<file path="src/rtl/iir_out_fifo.sv">
// iir_out_fifo: first-word-fall-through output FIFO behind the IIR filter.
// No backpressure to the filter; samples arriving while full are dropped.
//
// Parameters:
//   NB    - sample width in bits (filter output width)
//   DEPTH - number of storage entries, power of two, >= 2
//   CW    - count width, clog2(DEPTH+1)
// Ports:
//   clk      - single clock, rising edge
//   rst      - synchronous active-high reset
//   vIn/dIn  - sample from the filter (vOut/dOut of the filter)
//   ready    - consumer takes the head sample this cycle
//   vOut     - head sample valid (FIFO not empty)
//   dOut     - head sample, valid only while vOut = 1
//   count    - occupancy, 0..DEPTH
//   full     - count == DEPTH
//   ovf      - sticky, set when a sample is dropped
//   drop_cnt - saturating count of dropped samples
// Build option:
//   IIR_OUT_FIFO_DROP_CNT_EN - enables drop_cnt; when undefined it reads 0.

module iir_out_fifo #(
    parameter int NB    = 12,
    parameter int DEPTH = 8,
    parameter int CW    = 4
) (
    input  logic          clk,
    input  logic          rst,
    input  logic          vIn,
    input  logic [NB-1:0] dIn,
    input  logic          ready,
    output logic          vOut,
    output logic [NB-1:0] dOut,
    output logic [CW-1:0] count,
    output logic          full,
    output logic          ovf,
    output logic [15:0]   drop_cnt
);

    localparam int AW = (DEPTH > 1) ? $clog2(DEPTH) : 1;

    logic [NB-1:0] mem [DEPTH];
    logic [AW-1:0] rd_ptr;
    logic [AW-1:0] wr_ptr;

    logic push;
    logic pop;
    logic drop;

    assign vOut = (count != '0);
    assign full = (count == CW'(DEPTH));
    assign dOut = mem[rd_ptr];

    assign pop  = vOut & ready;
    // A pop in the same cycle frees the slot, so a full FIFO still accepts.
    assign push = vIn & (~full | pop);
    assign drop = vIn & full & ~pop;

    // Storage is deliberately left out of reset.
    always_ff @(posedge clk) begin
        if (push && !rst) begin
            mem[wr_ptr] <= dIn;
        end
    end

    // DEPTH is a power of two, so the pointers wrap naturally.
    always_ff @(posedge clk) begin
        if (rst) begin
            rd_ptr <= '0;
            wr_ptr <= '0;
            count  <= '0;
            ovf    <= 1'b0;
        end else begin
            if (push) begin
                wr_ptr <= wr_ptr + 1'b1;
            end
            if (pop) begin
                rd_ptr <= rd_ptr + 1'b1;
            end
            unique case ({push, pop})
                2'b10:   count <= count + 1'b1;
                2'b01:   count <= count - 1'b1;
                default: count <= count;
            endcase
            if (drop) begin
                ovf <= 1'b1;
            end
        end
    end

`ifdef IIR_OUT_FIFO_DROP_CNT_EN
    always_ff @(posedge clk) begin
        if (rst) begin
            drop_cnt <= '0;
        end else if (drop && drop_cnt != 16'hFFFF) begin
            drop_cnt <= drop_cnt + 16'd1;
        end
    end
`else
    assign drop_cnt = '0;
`endif

endmodule

</file>
<file path="config.mk">
export PLATFORM = sky130hd
export DESIGN_NAME = iir_out_fifo
export DESIGN_NICKNAME = d
export VERILOG_FILES = /design/src/rtl/iir_out_fifo.sv
export SDC_FILE = /design/constraint.sdc
export NUM_CORES = 1
export LEC_CHECK = 0
export CAP_MARGIN = 20
export CORE_UTILIZATION = 55
export CTS_CLUSTER_DIAMETER = 40
export DETAILED_ROUTE_END_ITERATION = 7
export PLACE_DENSITY = 0.78
export SETUP_SLACK_MARGIN = 0.4
export SLEW_MARGIN = 30
export SYNTH_ARGS = -nofsm -noshare
export SYNTH_HDL_FRONTEND = slang
export SYNTH_SLANG_ARGS = --single-unit
</file>
<file path="constraint.sdc">
create_clock -name clk -period 3.6 [get_ports clk]
set_input_delay 0.54 -clock clk [delete_from_list [all_inputs] [get_ports clk]]
set_output_delay 0.54 -clock clk [all_outputs]
set_load 0.01 [all_outputs]
</file>
[After elaboration in Yosys (flattened, before gate mapping)]
Memory sizes are Yosys's and may differ from the RTL's. A register that Yosys moved wholly into a read port is not among the register bits.
Cells that the tools add are included.
Widths: inputs -> output; s select.
Operators by class
  add/sub/neg operators: 4
  equality and inequality tests: 3
  multiplexer cells: 5
  bitwise operators: 7
  reductions and logical operators: 4
Operator list (count)
  $pmux 4 s2: 1
  $add 3x1->3 const B: 2
  $mux 3: 2
  $add 4x1->4 const B: 1
  $and 1x1->1: 4
  $eq 4x4->1 const B: 1
  $reduce_bool 4->1: 1
  $sub 4x1->4 const B: 1
  $eq 2x1->1 const B: 1
  $eq 2x2->1 const B: 1
  $mux 1: 2
  $not 1->1: 2
  $reduce_bool 2->1: 1
  $logic_and 1x1->1: 1
  $logic_not 1->1: 1
  $or 1x1->1: 1
Word-level totals
  bits in registers: 11
  RAM bits: 96
  input bits: 16
  logic and storage cells: 28
  memories kept: 1
Memory list
  mem: depth 8, width 12, rd ports 1, clocked after memory_dff 1, write ports 1, RTL line 42  | logic [NB-1:0] mem [DEPTH];

[Longest topological paths before layout]
Gate-level depths: netlist of run 1.
  depth in word-level cells: 7
  mapped depth: 10

[Least setup slack after synthesis of run 1]
Ideal clock, no wire load.
  path type: in2reg
  start point: input rst
  end point: memory mem[0][0] (enable)
  library setup time: 0.417 ns
  data arrival time: 2.214 ns
  data required time: 3.183 ns
  setup slack: 0.969 ns
  stages on the path: 3
  path buffers: 1
  cell sequence: clkbuf_1 -> nor2_1 -> nor4b_1
Between the ends
  longest elaborated chain between the ends: 4
Ends and longest elaborated chain
  from (decl): RTL line 28  | input logic rst,
  $logic_not 1->1: RTL line 61  | if (push && !rst) begin
  $logic_and 1x1->1: RTL line 61
  $mux 1: RTL line 61
  $mux 1 (implied by the code): RTL line 62  | mem[wr_ptr] <= dIn;
  to (decl): RTL line 42
No other way between the ends.

==> results of run 1 <==
## placed cells by master, fill, tap and decap left out, drive strengths merged
cell type      instances
dfxtp                 14
xor2                   4
or4                    1
nor4b                  2
or4b                   1
a221oi                 1
nor4                   1
a2111oi                1
nand3                  3
inv                    6
o211ai                 2
mux2                  12
nor3                   4
o21ai                  1
a211oi                 1
edfxtp                96
conb                  16
mux4                  24
nor2b                  2
clkinvlp               2
clkdlybuf4s50         34
o221ai                 1
buf                   14
xnor2                  3
nand2                  8
a21oi                  3
and2                   1
and3                   1
o311a                  1
ha                     3
clkinv                 1
clkbuf                 9
nand2b                 1
nand3b                 1
mux2i                  3
nor2                  20
## critical path, cell delays in order (launching register included)
cell and delay, ns:
dfxtp_1 0.32, buf_4 0.43, mux4_2 0.60, mux2_2 0.30, clkdlybuf4s50_1 0.48
## worst min path at each step
stage | start | end | cells after the start
floorplan | rd_ptr[1] | register | 2
detailed placement | ovf | ovf | 2
global route | ovf | ovf | 2
finish | ovf | ovf | 2
global placement | ovf | ovf | 2
CTS | ovf | ovf | 2
## state kept, by name, indices dropped and copies added, names as in the netlist, named ones only
| name | cells |
|---|---|
| mem | 96 |
| count | 4 |
| rd_ptr | 3 |
| wr_ptr | 3 |
| ovf | 1 |
## power groups by stage
stage,logic (uW),registers (uW),clock network [uW]
global route,800,1500,758
detailed placement,755,1520,0
CTS,757,1490,718
global placement,735,1520,0
finish,747,1490,708
floorplan,568,1490,0
## final cells by class
class,count,area (sq um)
multi-input cells,122,1240
clock inverters,7,63.8
clock buffers,9,124
flip-flops and latches,110,3160
repair buffers,48,445
fillers,570,2670
inverters,2,7.51
well taps,102,128
## routing by layer
metal | GRT usage, % | up-vias
li1 | - | 1028
met1 | 26.6 | 1156
met2 | 31.5 | 71
met3 | 3.20 | 19
met4 | 9.49 | 0
met5 | 0 | -
## per-stage QoR
stage	cells	power [uW]	utilization (%)
floorplan	264	2060	-
global placement	384	2250	63.6
detailed placement	384	2270	63.6
CTS	400	2960	65.9
global route	400	3060	65.9
finish	400	2950	65.9
## logic make-up after synthesis
| group | Yosys count | share of synthesized area [%] |
|---|---|---|
| other | 1 | 0.0828 |
| and+or+nand+nor | 46 | 5.08 |
| buffers and inverters | 32 | 4.47 |
| DFF | 110 | 69.8 |
| adders and majority gates | 3 | 0.829 |
| muxes | 39 | 15.6 |
| xor gates and xnor gates | 7 | 1.35 |
| AOI/OAI and AO/OA | 11 | 2.79 |
## synthesized netlist by cell type (4+ instances only)
cell type,count
edfxtp_1,96
mux4_2,24
nor2_1,20
buf_4,16
dfxtp_1,14
mux2_2,12
nand2_1,8
buf_2,6
clkbuf_1,5
nor3_1,4
xor2_1,4
==> summary.md, run 1 <==
| Metric | Value |
|---|---|
| Distinct cells, synth | 36 |
| Dpl hpwl | 4930 microns |
| Largest net degree at the start of global routing | 25 |
| Initial antenna violation count | 0 |
| Die width | 92.8 microns |
| Sw frac | 28.2% |
| TritonCTS clock tree | done |
| Asr flop ratio synth | 0% |
| Metal3 WL | 423 microns |
| Final Hold Violating Endpoints | 0 |
| Antenna Cells | 0 |
| WL final | 7830 microns |
| Status | completed |
| Worst Hold Class | reg -> reg |
| Vias per cell | 5.69 |
| Max Cap Violations | 0 |
| Worst-margin pin slew | 0.712 ns |
| FF-to-FF Start | count[0] |
| P_leak | 0.00169 uW |
| Comb pwr share | 25.4% |
| Row cnt | 32 |
| Post-CTS setup buffers | 0 |
| Post-CTS Hold Buffers | 0 |
| CP startpoint kind | register |
| Core ar. | 7850 sq um |
| Clk sink count | 110 |
| Worst hold slack | 0.487 ns |
| Placed cell area | 4990 sq um |
| Synth-to-Final Area Change | 14.2% |
| DIE AREA | 8600 sq um |
| Dpl ws | 0.689 ns |
| Worst vdd rail ir drop | 346 uV |
| Count of buffers from port buffering | 34 |
| EDFF count, synth | 96 |
| Mapped Area | 4530 sq um |
| Detail-routed net length per standard cell | 19.6 microns |
| Antenna-violating nets left | 0 |
| Finished Cell Area | 5170 sq um |
| Final TNS setup | 0 ns |
| Arrival @ worst endpoint | 2.50 ns |
| Residual DRC count | 0 |
| Final period util | 84.3% |
| Iter 0 DRT Violations | 103 |
| Kind of critical path | reg -> out |
| Mapped Cells | 249 |
| Req. time, crit path | 3.06 ns |
| Largest cells by area after synthesis | edfxtp_1 (64%), mux4_2 (12%), dfxtp_1 (6.2%) |
| GPL Wtd Cong | 0.760 |
| Reg2reg end | count[2] |
| RSZ-0062 raised after global routing | false |
| Post-synthesis sequential area ratio | 69.8% |
| Share of cells above drive strength 1 | 26.2% |
| Drt pass-1 iters | 4 |
| P_int | 2120 uW |
| Top Layer Used | met4 |
| R2R cell count | 8 |
| Net Sw Power | 830 uW |
| Final setup skew | 0.0194 ns |
| CTS Root Buffer Type | clkbuf_8 |
| Global-route wire length before repair | 12200 microns |
| Post-CTS sizing | 0 |
| I/O pins | 51 |
| Slew Limit Fails | 0 |
| Slew headroom | 52.3% |
| Total GRT Usage | 19.7% |
| Clock Latency Late Sink | 0.38 ns |
| Top-area cell type share of the netlist area | 63.6% |
| Yosys warns | 0 |
| Clock share of power | 24.0% |
| Finish-stage setup viols | 0 |
| Longest Clk Path Bufs | 2 |
| Cts bufs inserted | 9 |
| Grt ovf | 0 |
| Number of H-tree levels | 3 |
| Fin worst setup slack | 0.564 ns |
| CP Max Fanout | 24 |
| Post-route minimum period | 3.04 ns |
| Crit path to | dOut[7] |
| Vias | 2274 |
| FMAX | 329 MHz |
| Final #Nets | 312 |
| Pwr Density | 569 nW/um^2 |
| Wl on met1 | 3240 microns |
| Seq pwr share | 50.6% |
| Syn avg cell area | 18.2 sq um |
| R2r setup slk | 1.34 ns |
| CP Capture Type | output pin |
| Clock slew seen by the registers of the worst setup and hold paths | 0.10 ns |
| Die height | 92.8 microns |
| Initial Utilization | 57.7% |
| Vias in the first global route | 2302 |
| Synth Flop Type | edfxtp_1 |
| FF+latch count, synth | 110 |
| DR WL met2 | 3970 microns |
| Synth area leader | edfxtp_1 |
No activity file was read; power rests on OpenSTA's default activity.
==> run 2, diff against run 1 <==
--- a/config.mk
+++ b/config.mk
@@ -6,10 +6,10 @@
 export NUM_CORES = 1
 export LEC_CHECK = 0
 export CAP_MARGIN = 20
-export CORE_UTILIZATION = 55
+export CORE_UTILIZATION = 50
 export CTS_CLUSTER_DIAMETER = 40
 export DETAILED_ROUTE_END_ITERATION = 7
-export PLACE_DENSITY = 0.78
+export PLACE_DENSITY = 0.75
 export SETUP_SLACK_MARGIN = 0.4
 export SLEW_MARGIN = 30
 export SYNTH_ARGS = -nofsm -noshare
==> constraint.sdc (replaced) <==
create_clock -name clk -period 2.7 [get_ports clk]
set_input_delay 0.405 -clock clk [delete_from_list [all_inputs] [get_ports clk]]
set_output_delay 0.405 -clock clk [all_outputs]
set_load 0.01 [all_outputs]
==> summary.md, run 2 (synthesized netlist as in run 1, its figures left out) <==
| Metric | Value |
|---|---|
| Status | completed (unchanged) |
| Die width | 97.2 microns (was 92.8 microns) |
| Largest register FFs | 96 (unchanged) |
| Post-route minimum period | 2.34 ns |
| Fin worst setup slack | 0.357 ns (was 0.564 ns) |
| Total GRT Usage | 18.3% (was 19.7%) |
| Detail-routed net length per standard cell | 18.7 microns (was 19.6 microns) |
| CP Max Fanout | 6 (was 24) |
| Worst Hold Launch | ovf (unchanged) |
| Vias in the first global route | 2417 (was 2302) |
| Wl on met1 | 3360 microns (was 3240 microns) |
| Placed cell area | 5020 sq um (was 4990 sq um) |
| Share of cells above drive strength 1 | 33.7% (was 26.2%) |
| Seq pwr share | 48.3% (was 50.6%) |
| Antenna Cells | 0 (unchanged) |
| Kind of critical path | reg -> out (unchanged) |
| DR WL met2 | 3970 microns (about the same) |
| Row cnt | 34 (was 32) |
| FF-to-FF Start | count[0] (unchanged) |
| Reg2reg end | count[2] (unchanged) |
| WL final | 7730 microns (was 7830 microns) |
| Fillcell total | 624 (was 570) |
| Largest regs | mem: 96 flops, count: 4 flops (unchanged) |
| CP Capture Type | output pin (unchanged) |
| Clock slew seen by the registers of the worst setup and hold paths | 0.10 ns (about the same) |
| I/O pins | 51 (unchanged) |
| FMAX | 427 MHz |
| Arrival @ worst endpoint | 1.94 ns (was 2.50 ns) |
| Initial Utilization | 51.7% (was 57.7%) |
| Most frequent cells in the layout | edfxtp_1 (96), mux4_2 (24), clkdlybuf4s50_1 (20), nor2_1 (19), conb_1 (16) (was edfxtp_1 (96), clkdlybuf4s50_1 (34), mux4_2 (24), nor2_1 (20), conb_1 (16)) |
| Final setup skew | 0.00710 ns (was 0.0194 ns) |
| DIE AREA | 9450 sq um (was 8600 sq um) |
| Final TNS setup | 0 ns (unchanged) |
| Pwr Density | 772 nW/um^2 (was 569 nW/um^2) |
| Hold Path End | ovf (unchanged) |
| GPL Wtd Cong | 0.712 (was 0.760) |
| Worst path slowest cell | mux4_2 (unchanged) |
| Sw frac | 27.0% (was 28.2%) |
| Iter 0 DRT Violations | 102 (was 103) |
| Clk sink count | 110 (unchanged) |
| Slew headroom | 54.9% (was 52.3%) |
| Vias per cell | 5.41 (was 5.69) |
| Clock Latency Late Sink | 0.37 ns (was 0.38 ns) |
| Final Hold Violating Endpoints | 0 (unchanged) |
| CTS Root Buffer Type | clkbuf_8 (unchanged) |
| Core ar. | 8760 sq um (was 7850 sq um) |
| Sequential Area | 3170 sq um (was 3160 sq um) |
| Metal3 WL | 318 microns (was 423 microns) |
| Residual DRC count | 0 (unchanged) |
| Comb pwr share | 30.9% (was 25.4%) |
| CP delay by family, top | multiplexers (was buffers and inverters) |
| Max Cap Violations | 0 (unchanged) |
| Vias | 2240 (was 2274) |
| Dpl ws | 0.191 ns (was 0.689 ns) |
| Most common cell after layout, fill and taps aside | edfxtp_1 (unchanged) |
| Req. time, crit path | 2.30 ns (was 3.06 ns) |
| CP startpoint kind | register (unchanged) |
| TritonCTS clock tree | done (unchanged) |
| Worst hold slack | 0.481 ns (was 0.487 ns) |
| Grt ovf | 0 (unchanged) |
| R2r setup slk | 0.54 ns (was 1.34 ns) |
| Crit-path max cell delay | 0.51 ns (was 0.60 ns) |
| P_leak | 0.00183 uW (was 0.00169 uW) |
| Net Sw Power | 1130 uW (was 830 uW) |
| Initial antenna violation count | 0 (unchanged) |
| Buf/Inv on CP | 3 (was 2) |
| Top Layer Used | met4 (unchanged) |
| RSZ-0062 raised after global routing | true (was false) |
| Final #Nets | 320 (was 312) |
| Count of buffers from port buffering | 34 (unchanged) |
| Worst-margin pin slew | 0.677 ns (was 0.712 ns) |
| Longest Clk Path Bufs | 2 (unchanged) |
| Number of H-tree levels | 3 (unchanged) |
| Slew Limit Fails | 0 (unchanged) |
| Die height | 97.2 microns (was 92.8 microns) |
| Largest register by flop count | mem (unchanged) |
| Cts bufs inserted | 9 (unchanged) |
| Worst Hold Class | reg -> reg (unchanged) |
| CP most frequent cell | buf_6 |
| Hold path depth | 2 (unchanged) |
| Drt pass-1 iters | 4 (unchanged) |
| Global-route wire length before repair | 12800 microns (was 12200 microns) |
| Footprint of the multi-input gates | 1290 sq um (was 1240 sq um) |
| Antenna-violating nets left | 0 (unchanged) |
| P_int | 3050 uW (was 2120 uW) |
| Finish-stage setup viols | 0 (unchanged) |
| Worst vdd rail ir drop | 386 uV (was 346 uV) |
| Post-CTS Hold Buffers | 0 (unchanged) |
| Dpl hpwl | 4580 microns (was 4930 microns) |
| Final period util | 86.8% |
| Largest net degree at the start of global routing | 25 (unchanged) |
| Cell Chain, Critical Path | buf_6 > buf_8 > mux4_2 > mux2_4 > buf_6 (was buf_4 > mux4_2 > mux2_2 > clkdlybuf4s50_1) |
| R2R cell count | 8 (unchanged) |
| Clock share of power | 20.8% (was 24.0%) |
| Finished Cell Area | 5410 sq um (was 5170 sq um) |
| Synth-to-Final Area Change | 19.3% (was 14.2%) |
## run 2: metal layers
| layer | vias to the layer above | track usage (%) |
|---|---|---|
| met3 | 8 | 4.96 |
| met2 | 43 | 30.7 |
| met5 | - | 0 |
| li1 | 1037 | - |
| met1 | 1152 | 23.5 |
| met4 | 0 | 5.28 |
## run 2: final cells by class
| cell class | instances | share of cell area, % |
|---|---|---|
| Clock buffer | 9 | 2.29 |
| Clock inverter | 7 | 0.856 |
| Sequential cell | 110 | 58.7 |
| Tap cell | 108 | 2.50 |
| Multi-Input combinational cell | 122 | 23.9 |
| Inverter | 2 | 0.139 |
| Timing Repair Buffer | 56 | 11.7 |
## run 2: how the worst max path moves through the flow
stage,startpoint,endpoint,slack (ns),cells past startpoint
2_1_floorplan,count[2],mem[4][0],0.57,4
3_3_place_gp,ready,count[2],0.31,9
3_5_place_dp,ready,count[2],0.19,9
4_1_cts,register,dOut[1],0.35,5
5_1_grt,register,dOut[1],0.29,5
6_report,register,dOut[10],0.36,5
## run 2: what timing repair did
item / CTS / global route
gates cloned: 3 / 0
setup endpoints to repair: 14 / 14
pin swaps: 0 / 0
setup buffers: 3 / 0
resized for setup: 83 / 4
## run 2: metrics by stage
stage	power, uW	util, %	instances
finish	4170	61.7	414
global route	4380	61.7	414
CTS	4190	61.5	414
detailed placement	3060	57.3	392
global placement	3040	57.3	392
floorplan	2750	-	264
## run 2: worst reg2reg max path, stage by stage (launching register included)
cell,delay (ns)
dfxtp_2,0.39
or4_4,0.59
nand2_1,0.16
xnor2_1,0.15
ha_2,0.24
inv_1,0.07
a2111oi_4,0.29
a221oi_2,0.12
o221ai_2,0.08
## run 2: power by group through the flow
| stage | clock network, uW | registers [uW] | logic, uW |
|---|---|---|---|
| CTS | 882 | 2010 | 1290 |
| global route | 959 | 2030 | 1390 |
| floorplan | 0 | 1990 | 759 |
| detailed placement | 0 | 2030 | 1030 |
| global placement | 0 | 2030 | 1010 |
| finish | 869 | 2020 | 1290 |
